==> src/rtl/sig_edge_pkg.sv <==
// sig_edge_pkg: shared edge-mode encodings and the edge qualification rule.
package sig_edge_pkg;

    typedef enum logic [1:0] {
        MODE_NONE = 2'b00,
        MODE_RISE = 2'b01,
        MODE_FALL = 2'b10,
        MODE_BOTH = 2'b11
    } mode_e;

    function automatic logic edge_qualifies(input logic [1:0] mode, input logic rise, input logic fall);
        return (rise && (mode == MODE_RISE || mode == MODE_BOTH)) ||
               (fall && (mode == MODE_FALL || mode == MODE_BOTH));
    endfunction

endpackage

==> src/rtl/sig_edge_chan.sv <==
// sig_edge_chan: one channel of synchronizer, glitch filter, edge pulses and saturating edge counter.
module sig_edge_chan
    import sig_edge_pkg::*;
#(
    parameter int SYNC_STAGES = 2,
    parameter int FILT_LEN    = 1,
    parameter int CNT_W       = 8
) (
    input  logic             clk_i,
    input  logic             rst_i,
    input  logic             pin_i,
    input  logic [1:0]       mode_i,
    input  logic             cnt_clr_i,
    output logic             level_o,
    output logic             rise_o,
    output logic             fall_o,
    output logic             pulse_o,
    output logic [CNT_W-1:0] cnt_o
);
    localparam int FW = (FILT_LEN > 1) ? $clog2(FILT_LEN) : 1;
    localparam logic [FW-1:0] FILT_MAX = FW'(FILT_LEN - 1);

    logic [SYNC_STAGES-1:0] sync_q;
    logic [FW-1:0]          filt_q, filt_d;
    logic                   level_q, level_d;
    logic                   rise_q, rise_d;
    logic                   fall_q, fall_d;
    logic                   pulse_q, pulse_d;
    logic [CNT_W-1:0]       cnt_q, cnt_d;
    logic                   s_last, diff, accept;

    // A new level is accepted only on the FILT_LEN-th consecutive differing edge.
    always_comb begin
        s_last  = sync_q[SYNC_STAGES-1];
        diff    = s_last != level_q;
        accept  = diff && (filt_q == FILT_MAX);
        filt_d  = (!diff || accept) ? '0 : filt_q + 1'b1;
        level_d = accept ? s_last : level_q;
        rise_d  = accept && s_last;
        fall_d  = accept && !s_last;
        pulse_d = edge_qualifies(mode_i, rise_d, fall_d);
        cnt_d   = cnt_clr_i ? CNT_W'(pulse_d) :
                  (pulse_d && !(&cnt_q)) ? cnt_q + 1'b1 : cnt_q;
    end

    always_ff @(posedge clk_i or posedge rst_i) begin
        if (rst_i) begin
            sync_q  <= '0;
            filt_q  <= '0;
            level_q <= 1'b0;
            rise_q  <= 1'b0;
            fall_q  <= 1'b0;
            pulse_q <= 1'b0;
            cnt_q   <= '0;
        end else begin
            sync_q  <= {sync_q[SYNC_STAGES-2:0], pin_i};
            filt_q  <= filt_d;
            level_q <= level_d;
            rise_q  <= rise_d;
            fall_q  <= fall_d;
            pulse_q <= pulse_d;
            cnt_q   <= cnt_d;
        end
    end

    assign level_o = level_q;
    assign rise_o  = rise_q;
    assign fall_o  = fall_q;
    assign pulse_o = pulse_q;
    assign cnt_o   = cnt_q;

endmodule

==> src/rtl/sig_edge_detect_module.sv <==
// sig_edge_detect_module: N_CH independent edge detectors with shared mode select and counter clear.
module sig_edge_detect_module
    import sig_edge_pkg::*;
#(
    parameter int N_CH        = 1,
    parameter int SYNC_STAGES = 2,
    parameter int FILT_LEN    = 1,
    parameter int CNT_W       = 8
) (
    input  logic                  CLK,
    input  logic                  RST,
    input  logic [N_CH-1:0]       Pin_Sig,
    input  logic [1:0]            Mode,
    input  logic                  Cnt_Clr,
    output logic [N_CH-1:0]       Level,
    output logic [N_CH-1:0]       Rise_Sig,
    output logic [N_CH-1:0]       Fall_Sig,
    output logic [N_CH-1:0]       Edge_Pulse,
    output logic [N_CH*CNT_W-1:0] Edge_Cnt
);

    for (genvar i = 0; i < N_CH; i++) begin : g_ch
        sig_edge_chan #(
            .SYNC_STAGES(SYNC_STAGES),
            .FILT_LEN   (FILT_LEN),
            .CNT_W      (CNT_W)
        ) u_chan (
            .clk_i    (CLK),
            .rst_i    (RST),
            .pin_i    (Pin_Sig[i]),
            .mode_i   (Mode),
            .cnt_clr_i(Cnt_Clr),
            .level_o  (Level[i]),
            .rise_o   (Rise_Sig[i]),
            .fall_o   (Fall_Sig[i]),
            .pulse_o  (Edge_Pulse[i]),
            .cnt_o    (Edge_Cnt[i*CNT_W +: CNT_W])
        );
    end

endmodule

==> config.mk <==
export PLATFORM = sky130hd
export DESIGN_NAME = sig_edge_detect_module
export DESIGN_NICKNAME = d
export VERILOG_FILES = /design/src/rtl/sig_edge_pkg.sv /design/src/rtl/sig_edge_chan.sv /design/src/rtl/sig_edge_detect_module.sv
export SDC_FILE = /design/constraint.sdc
export NUM_CORES = 1
export LEC_CHECK = 0
export BUFFER_PORTS_ARGS = -buffer_cell sky130_fd_sc_hd__buf_2
export CORE_UTILIZATION = 45
export CTS_CLUSTER_SIZE = 20
export DETAILED_ROUTE_END_ITERATION = 12
export HOLD_SLACK_MARGIN = 0.12
export PLACE_DENSITY = 0.79
export SLEW_MARGIN = 30
export SYNTH_ARGS = -nofsm -noshare
export SYNTH_HDL_FRONTEND = slang
export SYNTH_SLANG_ARGS = --single-unit
==> constraint.sdc <==
create_clock -name CLK -period 1.2 [get_ports CLK]
set_input_delay 0.24 -clock CLK [delete_from_list [all_inputs] [get_ports CLK]]
set_output_delay 0.24 -clock CLK [all_outputs]
set_load 0.01 [all_outputs]
; ---- Yosys cells after proc, flatten, opt, wreduce, memory -nomap -nowiden
; Cells that the tools add are included.
; Widths: inputs -> output; s select.
[totals]
output_inout_bits = 12
wordCells = 32
in_bits = 6
ff_bits = 15
[op_classes]
add_sub_neg = 2
bitwise_logic = 1
eq_ne = 4
reduce_logical = 15
mux = 3
[ops]
columns = operator, count
row1 = $mux 8, 2
row2 = $add 8x1->8 const B, 1
row3 = $reduce_and 8->1, 1
row4 = $logic_and 1x1->1, 6
row5 = $eq 2x2->1 const B, 2
row6 = $logic_or 1x1->1, 4
row7 = $logic_not 1->1, 3
row8 = $eq 2x1->1 const B, 1
row9 = $reduce_bool 2->1, 1
row10 = $add 1x1->1 const B, 1
row11 = $mux 1, 1
row12 = $ne 1x1->1, 1
row13 = $not 1->1, 1

; ---- Logic depth before layout (Yosys ltp)
; Gate-level depths: netlist (run 1).
[depth]
ltp_word = 8
ltp_mapped = 5
ltp_nobuf = 5

; ---- Worst setup path before layout (run 1)
; OpenSTA, ideal clock, no wires.
[synth_path]
path_type = register to register
from = reg g_ch[0].u_chan.cnt_q[1]
to = reg g_ch[0].u_chan.cnt_q[4]
setup_ns = 0.120
path_buffers = 0
slack_ns = -0.127
arrival_time_ns = 1.206
required_ns = 1.080
period_less_slack_ns = 1.327
stages_incl_launch_ff = 6
path_cell_list = dfrtp_1 > ha_1 > nand2_1 > a21oi_1 > a311oi_1 > a41o_1
[synth_between]
elab_chain_len = 4
word_cells_on_any_way = 7
classes_between = add/sub (1) / mux (2) / reduce/logical (4)
[synth_rtl]
columns = item, line_no
row1 = start: declaration, sig_edge_chan.sv:29  ; logic [CNT_W-1:0] cnt_q, cnt_d;
row2 = start signal: assignment, sig_edge_chan.sv:62  ; cnt_q <= cnt_d;
row3 = branches (longest 4 deep; another with $add 8x1->8), --
; Several ways; the timed one is not identified. The select of a mux whose other input is x is not followed.
; A chain may end at the register's enable or synchronous reset.

; ---- Final worst setup path (run 1)
[layout_path]
from = reg g_ch[0].u_chan.level_q
to = reg g_ch[0].u_chan.cnt_q[5]
[layout_between]
elab_chain_len = 7
word_cells_on_any_way = 9
classes_between = eq/ne (1) / reduce/logical (8)
[layout_rtl]
columns = item, line_no
row1 = start: declaration, sig_edge_chan.sv:25  ; logic level_q, level_d;
row2 = start signal: assignment, sig_edge_chan.sv:58  ; level_q <= level_d;
row3 = $ne 1x1->1 *, sig_edge_chan.sv:35  ; diff = s_last != level_q;
row4 = $logic_and 1x1->1 *, sig_edge_chan.sv:36  ; accept = diff && (filt_q == FILT_MAX);
row5 = "$logic_and 1x1->1, on equally long branches", "sig_edge_chan.sv:39, sig_edge_chan.sv:40"
row6 = "$logic_and 1x1->1, on equally long branches", "sig_edge_pkg.sv:12, sig_edge_pkg.sv:13"
row7 = $logic_or 1x1->1 *, sig_edge_pkg.sv:12  ; return (rise && (mode == MODE_RISE || mode == MODE_BOTH)) ||
row8 = $logic_and 1x1->1 *, sig_edge_chan.sv:43  ; (pulse_d && !(&cnt_q)) ? cnt_q + 1'b1 : cnt_q;
row9 = $reduce_bool 2->1 (no source line) *, --
; Every way passes the cells marked *; elsewhere a longest branch is shown, timed or not.

==> results of run 1 <==
[how the worst max path moves through the flow]
stage | to | cells past startpoint | startpoint | slack, ns
floorplan | g_ch[0].u_chan.cnt_o[7] | 4 | g_ch[0].u_chan.sync_q[1] | -0.06
global placement | g_ch[0].u_chan.cnt_o[1] | 4 | g_ch[0].u_chan.level_o | -0.06
detailed placement | g_ch[0].u_chan.cnt_o[1] | 4 | g_ch[0].u_chan.level_o | -0.13
CTS | g_ch[0].u_chan.cnt_o[5] | 4 | g_ch[0].u_chan.level_o | -0.13
global route | g_ch[0].u_chan.cnt_o[5] | 4 | g_ch[0].u_chan.level_o | -0.19
finish | g_ch[0].u_chan.cnt_o[5] | 4 | g_ch[0].u_chan.level_o | -0.11
[area by class of cell]
cell class / instances / area (um2)
sequential: 15 / 379.1
multi-input combinational: 39 / 341.6
timing repair buffer: 38 / 310.3
fill: 85 / 290.3
clock buffer: 3 / 22.52
tap: 15 / 18.77
inverter: 4 / 15.01
clock inverter: 1 / 5.005
[routing by layer]
layer / wire length, um / track usage (%)
met5: 0 / 0
met4: 17 / 12.90
met3: 53 / 5.652
met2: 805 / 32.50
met1: 658 / 23.06
[registers in the layout, summed over array words and instances (netlist names)]
register / cells
g_ch.u_chan.level_o: 1
g_ch.u_chan.cnt_o: 8
g_ch.u_chan.rise_o: 1
g_ch.u_chan.sync_q: 2
g_ch.u_chan.fall_o: 1
g_ch.u_chan.filt_q: 1
g_ch.u_chan.pulse_o: 1
[critical path, delay by kind of cell, from the launching register on]
family	cells	cell delay, ns
AO/OA/AOI/OAI	3	0.53
AND/OR/NAND/NOR	1	0.25
flip-flops	1	0.45
[where the power goes]
part	total, mW	internal [mW]	switching, mW	leakage, nW
registers	0.543	0.525	0.0178	0.194
logic	0.142	0.0816	0.0599	0.308
clock network	0.289	0.124	0.165	0.0177
total	0.974	0.731	0.243	0.520
[metrics by stage]
stage	utilization (%)	setup TNS [ns]	worst slack (ns)	cell area, um2	hold WS, ns
global placement	67.87	-0.2922	-0.06480	938.4	0.2437
CTS	76.83	-0.7351	-0.1306	1062	0.2368
finish	79.00	-0.6365	-0.1082	1092	0.2363
floorplan	-	-0.2360	-0.05707	733.2	0.1413
global route	79.00	-1.471	-0.1902	1092	0.2421
detailed placement	67.87	-0.6216	-0.1301	938.4	0.2507
[cell usage in the layout, fill, tap and decap left out, types with 3 or more instances in the layout]
master     n
buf_4     14
dfrtp_1   12
buf_6     12
buf_2     10
inv_1      4
nand3_1    3
a31oi_1    3
a311oi_1   3
nand2b_1   3
clkbuf_4   3
dfrtp_2    3
[logic make-up (layout without fill, tap and decap cells)]
family | Yosys count | in the layout | share of synthesized area (%)
buffers and inverters | 5 | 46 | 2.640
multiplexers | 2 | 2 | 2.993
AND/OR/NAND/NOR | 20 | 20 | 23.42
flip-flops | 15 | 15 | 52.82
AO/OA/AOI/OAI | 15 | 15 | 15.85
other | 1 | 1 | 0.5277
adder cells (fa/ha/maj) | 1 | 1 | 1.760
[repair_timing]
item | CTS | global route
resized for setup | 12 | 5
buffers inserted | 4 | 2
endpoints found under the setup margin | 14 | 15
pin swaps | 3 | 0
hold endpoints to repair | 16 | 0
hold buffers | 2 | 0
==> flow_metrics.env, run 1 <==
export IMPL_grt_pass1_wl_um=2635
export IMPL_r2r_start="g_ch[0].u_chan.level_o"
export IMPL_irDropWorstVdd_uv=666.6
export IMPL_synth_top_area_cell="dfrtp_1"
export IMPL_synth_most_common_cell="dfrtp_1"
export IMPL_reg2reg_depth=4
export IMPL_cts_tree="yes"
export IMPL_clock_latency_ns=0.29
export IMPL_die_area_mm2=0.001742
export IMPL_crit_fanout=5
export IMPL_wirelength_um=1535
export IMPL_drtIter0Drc=21
export IMPL_antenna_cells=0
export IMPL_netlist_area_um2=710.7
export IMPL_dr_pass1_iters=4
export IMPL_syn_nets=66
export IMPL_io_buffers=17
export IMPL_avgSynthCellArea_um2=12.05
export IMPL_power_leakage_nw=0.5196
export IMPL_synthFlopType="dfrtp_1"
export IMPL_clk_transition_reported_paths_ns=0.09
export IMPL_pin_count=18
export IMPL_fin_cells=115
export IMPL_cp_cell_sequence="nand4bb_4 > a21oi_4 > a31oi_1 > a311oi_1"
export IMPL_rsz0062_at_grt="true"
export IMPL_synth_warnings=0
export IMPL_rows=13
export IMPL_cts_buffers=3
export IMPL_clock_sinks=15
export IMPL_ys_async_sr_fraction_pct=100.0
export IMPL_critPathLaunchType="flip-flop"
export IMPL_grt_overflow=0
export IMPL_root_buffer="clkbuf_4"
export IMPL_place_hpwl_um=1079
export IMPL_antenna_found_initial=0
export IMPL_r2r_end="g_ch[0].u_chan.cnt_o[5]"
export IMPL_max_cap_viol_count=0
export IMPL_synth_edf_count=0
export IMPL_clk_path_buf_depth=2
export IMPL_drive_above_1_share_pct=52.00
export IMPL_finalPower_mw=0.9737
export IMPL_ys_ff_latch=15
export IMPL_syn_inst=59
export IMPL_cp_end_kind="flip-flop"
export IMPL_syn_to_final_growth_pct=53.70
export IMPL_synth_cell_types=27
export IMPL_worstSetupPathType="flip-flop to flip-flop"
export IMPL_wire_per_inst_um=13.35
export IMPL_vias_per_cell=5.452
export IMPL_arrival_ns=1.50
export IMPL_nNetsFinal=108
export IMPL_fin_crit_sh_pct=109.0
export IMPL_initial_utilization_pct=51.40
export IMPL_worstPathRequired_ns=1.39
export IMPL_slew_viol_final=0
export IMPL_fp_dieW_um=41.74
export IMPL_hold_path_depth=2
export IMPL_status="finished, violations left"
export IMPL_r2r_slack_ns=-0.11
export IMPL_yosysSeqAreaShare_pct=52.82
export IMPL_setup_viol=10
export IMPL_yosys_area_top_type_share_pct=52.82
export IMPL_drcViolationCount=0
export IMPL_ant_nets=0
export IMPL_gr_usage_all_layers_pct=20.09
export IMPL_synthTopCellsByArea="dfrtp_1, nand4bb_4, a311oi_1"
export IMPL_grt_pass1_vias=622
export IMPL_power_density_mw_per_mm2=891.4
export IMPL_ys_top_cells_by_count="dfrtp_1, inv_1"
export IMPL_gp_congestion=0.8170
export IMPL_final_hold_viol_count=0
export IMPL_hp_class="input port to flip-flop"
export IMPL_fmax_mhz=764.4
export IMPL_slowest_stage="dfrtp_2"
export IMPL_period_needed_ns=1.308
export IMPL_hold_path_endpoint="g_ch[0].u_chan.cnt_o[7]"
export IMPL_die_h_um=41.74
export IMPL_placedCellCount=104
export IMPL_core_area_mm2=0.001383
export IMPL_finalClockSkew_ns=0.001631
export IMPL_min_from="Cnt_Clr"
export IMPL_cpPeakStageDelay_ns=0.45
export IMPL_grt_max_degree=16
export IMPL_h_tree_depth=1
export IMPL_violations="negative setup slack"
export IMPL_vias=627
export IMPL_setup_ws_ns=-0.1082
Power figures use the tool's default switching activity.
==> inputs of run 2 (changes only) <==
- CORE_UTILIZATION: 45 -> 44
- PLACE_DENSITY: 0.79 -> 0.78
- SYNTH_HIERARCHICAL: default -> 1
==> run 2 against run 1 <==
Largest power group unchanged. Hold slack worse by 0.022 ns. Clock-buffer cell count is 1 higher. Largest cell class is now non-clock buffers. Global-route usage increased by 3.2 points. The run still ends with negative setup slack left. Via count up 15%. Highest routed layer unchanged. Clock skew rose by 0.0065 ns. Synthesized cell count up 15%. Critical path depth grew 1. Sequential cell count did not move. Register-to-register slack lost 0.19 ns. Utilization rose by 0.32 points. Maximum frequency fell by 13%. Total power fell by 1.6%. Critical path type unchanged.
==> flow_metrics.env, run 2 <==
export IMPL_route_met3_wl_um=72
export IMPL_dr_pass1_iters=4
export IMPL_intPower_mw=0.7188
export IMPL_whs_ns=0.2145
export IMPL_synth_top_family_by_area="simple AND/OR/NAND/NOR gates"
export IMPL_hp_class="input port to flip-flop"
export IMPL_netlist_area_um2=700.7
export IMPL_synth_top_area_cell="dfrtp_1"
export IMPL_combPwrFrac_pct=13.2
export IMPL_cts_buffers=3
export IMPL_power_density_mw_per_mm2=811.4
export IMPL_synth_cell_types=28
export IMPL_synth_edf_count=0
export IMPL_drcViolationCount=0
export IMPL_drive_above_1_share_pct=50.42
export IMPL_status="finished, violations left"
export IMPL_finalSetupTns_ns=-1.994
export IMPL_root_buffer="clkbuf_4"
export IMPL_route_met2_wl_um=913
export IMPL_vias=720
export IMPL_final_hold_viol_count=0
export IMPL_setup_viol=13
export IMPL_setup_ws_ns=-0.2975
export IMPL_grt_max_degree=16
export IMPL_clockPowerShare_pct=31.1
export IMPL_finalPower_mw=0.9584
export IMPL_wire_per_inst_um=13.83
export IMPL_stdcell_area_mm2=0.001181
export IMPL_grt_pass1_vias=639
export IMPL_synth_compound_area_share_pct=12.14
export IMPL_rsz0062_at_grt="true"
export IMPL_crit_fanout=5
export IMPL_core_area_mm2=0.001489
export IMPL_pin_count=18
export IMPL_p_switching_mw=0.2397
export IMPL_wirelength_met1_um=849
export IMPL_yosys_area_share_simple_pct=24.82
export IMPL_slew_viol_final=0
export IMPL_synth_most_common_cell="dfrtp_1"
export IMPL_io_buffers=17
export IMPL_cp_end_kind="flip-flop"
export IMPL_drtIter0Drc=18
export IMPL_synthFlopType="dfrtp_1"
export IMPL_top_layer="met4"
export IMPL_seqPwrFrac_pct=55.7
export IMPL_syn_inst=68
export IMPL_h_tree_depth=1
export IMPL_initial_utilization_pct=47.06
export IMPL_switching_share_pct=25.00
export IMPL_vias_per_cell=5.333
export IMPL_syn_nets=75
export IMPL_pre_cts_slack_ns=-0.2498
export IMPL_synth_warnings=6
export IMPL_fp_dieW_um=41.91
export IMPL_worstSetupPathType="flip-flop to flip-flop"
export IMPL_r2r_slack_ns=-0.30
export IMPL_final_common_cell="buf_4"
export IMPL_fin_crit_sh_pct=124.8
export IMPL_placedCellCount=120
export IMPL_nNetsFinal=127
export IMPL_grt_overflow=0
export IMPL_clk_path_buf_depth=2
export IMPL_gp_congestion=0.8040
export IMPL_violations="negative setup slack"
export IMPL_clock_sinks=15
export IMPL_place_hpwl_um=1099
export IMPL_final_cell_mix="buf_4, dfrtp_1, buf_6"
export IMPL_synthTopCellsByArea="dfrtp_1, nand2_1, a21oi_1"
export IMPL_avgSynthCellArea_um2=10.30
export IMPL_arrival_ns=1.73
export IMPL_max_cap_viol_count=0
export IMPL_fin_util_pct=79.33
export IMPL_ys_top_cells_by_count="dfrtp_1, nand2_1, a21oi_1, nor2_1, inv_1"
export IMPL_largest_reg_flops=8
export IMPL_period_needed_ns=1.498
export IMPL_ys_ff_latch=15
export IMPL_muxShareOfSynthArea_pct=2.857
export IMPL_yosys_area_top_type_share_pct=53.57
export IMPL_fmax_mhz=667.8
export IMPL_clock_latency_ns=0.30
export IMPL_ant_nets=0
export IMPL_nFillCells=81
export IMPL_seqCellArea_um2=375.4
export IMPL_syn_to_final_growth_pct=68.57
export IMPL_ys_async_sr_fraction_pct=100.0
export IMPL_rows=14
export IMPL_wirelength_um=1867
export IMPL_irDropWorstVdd_uv=676.9
export IMPL_synth_fa_ha_area_share_pct=1.786
export IMPL_power_leakage_nw=0.5811
export IMPL_gr_usage_all_layers_pct=23.26
export IMPL_antenna_found_initial=0
export IMPL_worstPathRequired_ns=1.43
export IMPL_synth_xor_area_share_pct=0
export IMPL_multi_input_area_um2=340.3
export IMPL_die_area_mm2=0.001756
export IMPL_finalClockSkew_ns=0.008103
export IMPL_grt_pass1_wl_um=2932
export IMPL_cts_tree="yes"
export IMPL_yosysSeqAreaShare_pct=53.57
export IMPL_die_h_um=41.91
export IMPL_clk_transition_reported_paths_ns=0.09
export IMPL_placed_cell_area_um2=953.4
export IMPL_critPathLaunchType="flip-flop"
export IMPL_antenna_cells=0
export IMPL_fin_cells=135
## run 2: kinds of logic after synthesis
kind of cell	after synthesis
simple gates	30
flops	15
compound gates	13
buf+inv	6
mux	2
fa+ha+maj	1
other cells	1
## run 2: cell type report
class / count / area share (%)
sequential: 15 / 31.78
clock buffer: 4 / 2.225
inverter: 4 / 1.271
timing repair buffer: 49 / 34.22
multi-input combinational: 47 / 28.81
tap: 16 / 1.695
## run 2: final timing paths
path	startpoint	depth (start not counted)	end
min reg2reg	g_ch[0].u_chan/sync_q[0]	0	g_ch[0].u_chan/sync_q[1]
min	Cnt_Clr	2	g_ch[0].u_chan/cnt_o[1]
min in group asynchronous	RST	4	g_ch[0].u_chan/cnt_o[5]
max reg2reg	g_ch[0].u_chan/cnt_o[1]	5	g_ch[0].u_chan/cnt_o[5]
max in group asynchronous	RST	4	g_ch[0].u_chan/sync_q[0]
max	g_ch[0].u_chan/cnt_o[1]	5	g_ch[0].u_chan/cnt_o[5]
## run 2: critical path, stage by stage, from the launching register on
cell and delay [ns]:
dfrtp_1 0.42, ha_2 0.19, nand4_1 0.12, nor2_2 0.08
or4_1 0.48, a21oi_1 0.14
## run 2: layer usage
metal	up-vias	track usage [%]
met5	-	0
met4	0	13.55
li1	348	-
met3	4	5.217
met1	345	30.23
met2	23	35.63
## run 2: power by group through the flow
stage	Sequential, mW	Combinational (mW)	Clock (mW)
floorplan	0.550	0.0419	0
detailed placement	0.542	0.101	0
global placement	0.541	0.0979	0
global route	0.536	0.138	0.318
CTS	0.532	0.115	0.303
finish	0.534	0.126	0.299
## run 2: timing repair
item | CTS | global route
gates cloned | 0 | 0
hold buffers | 2 | 0
setup buffers | 6 | 3
endpoints found under the setup margin | 18 | 17
endpoints found under the hold margin | 16 | 0
resized for setup | 14 | 8
pin swaps | 6 | 5
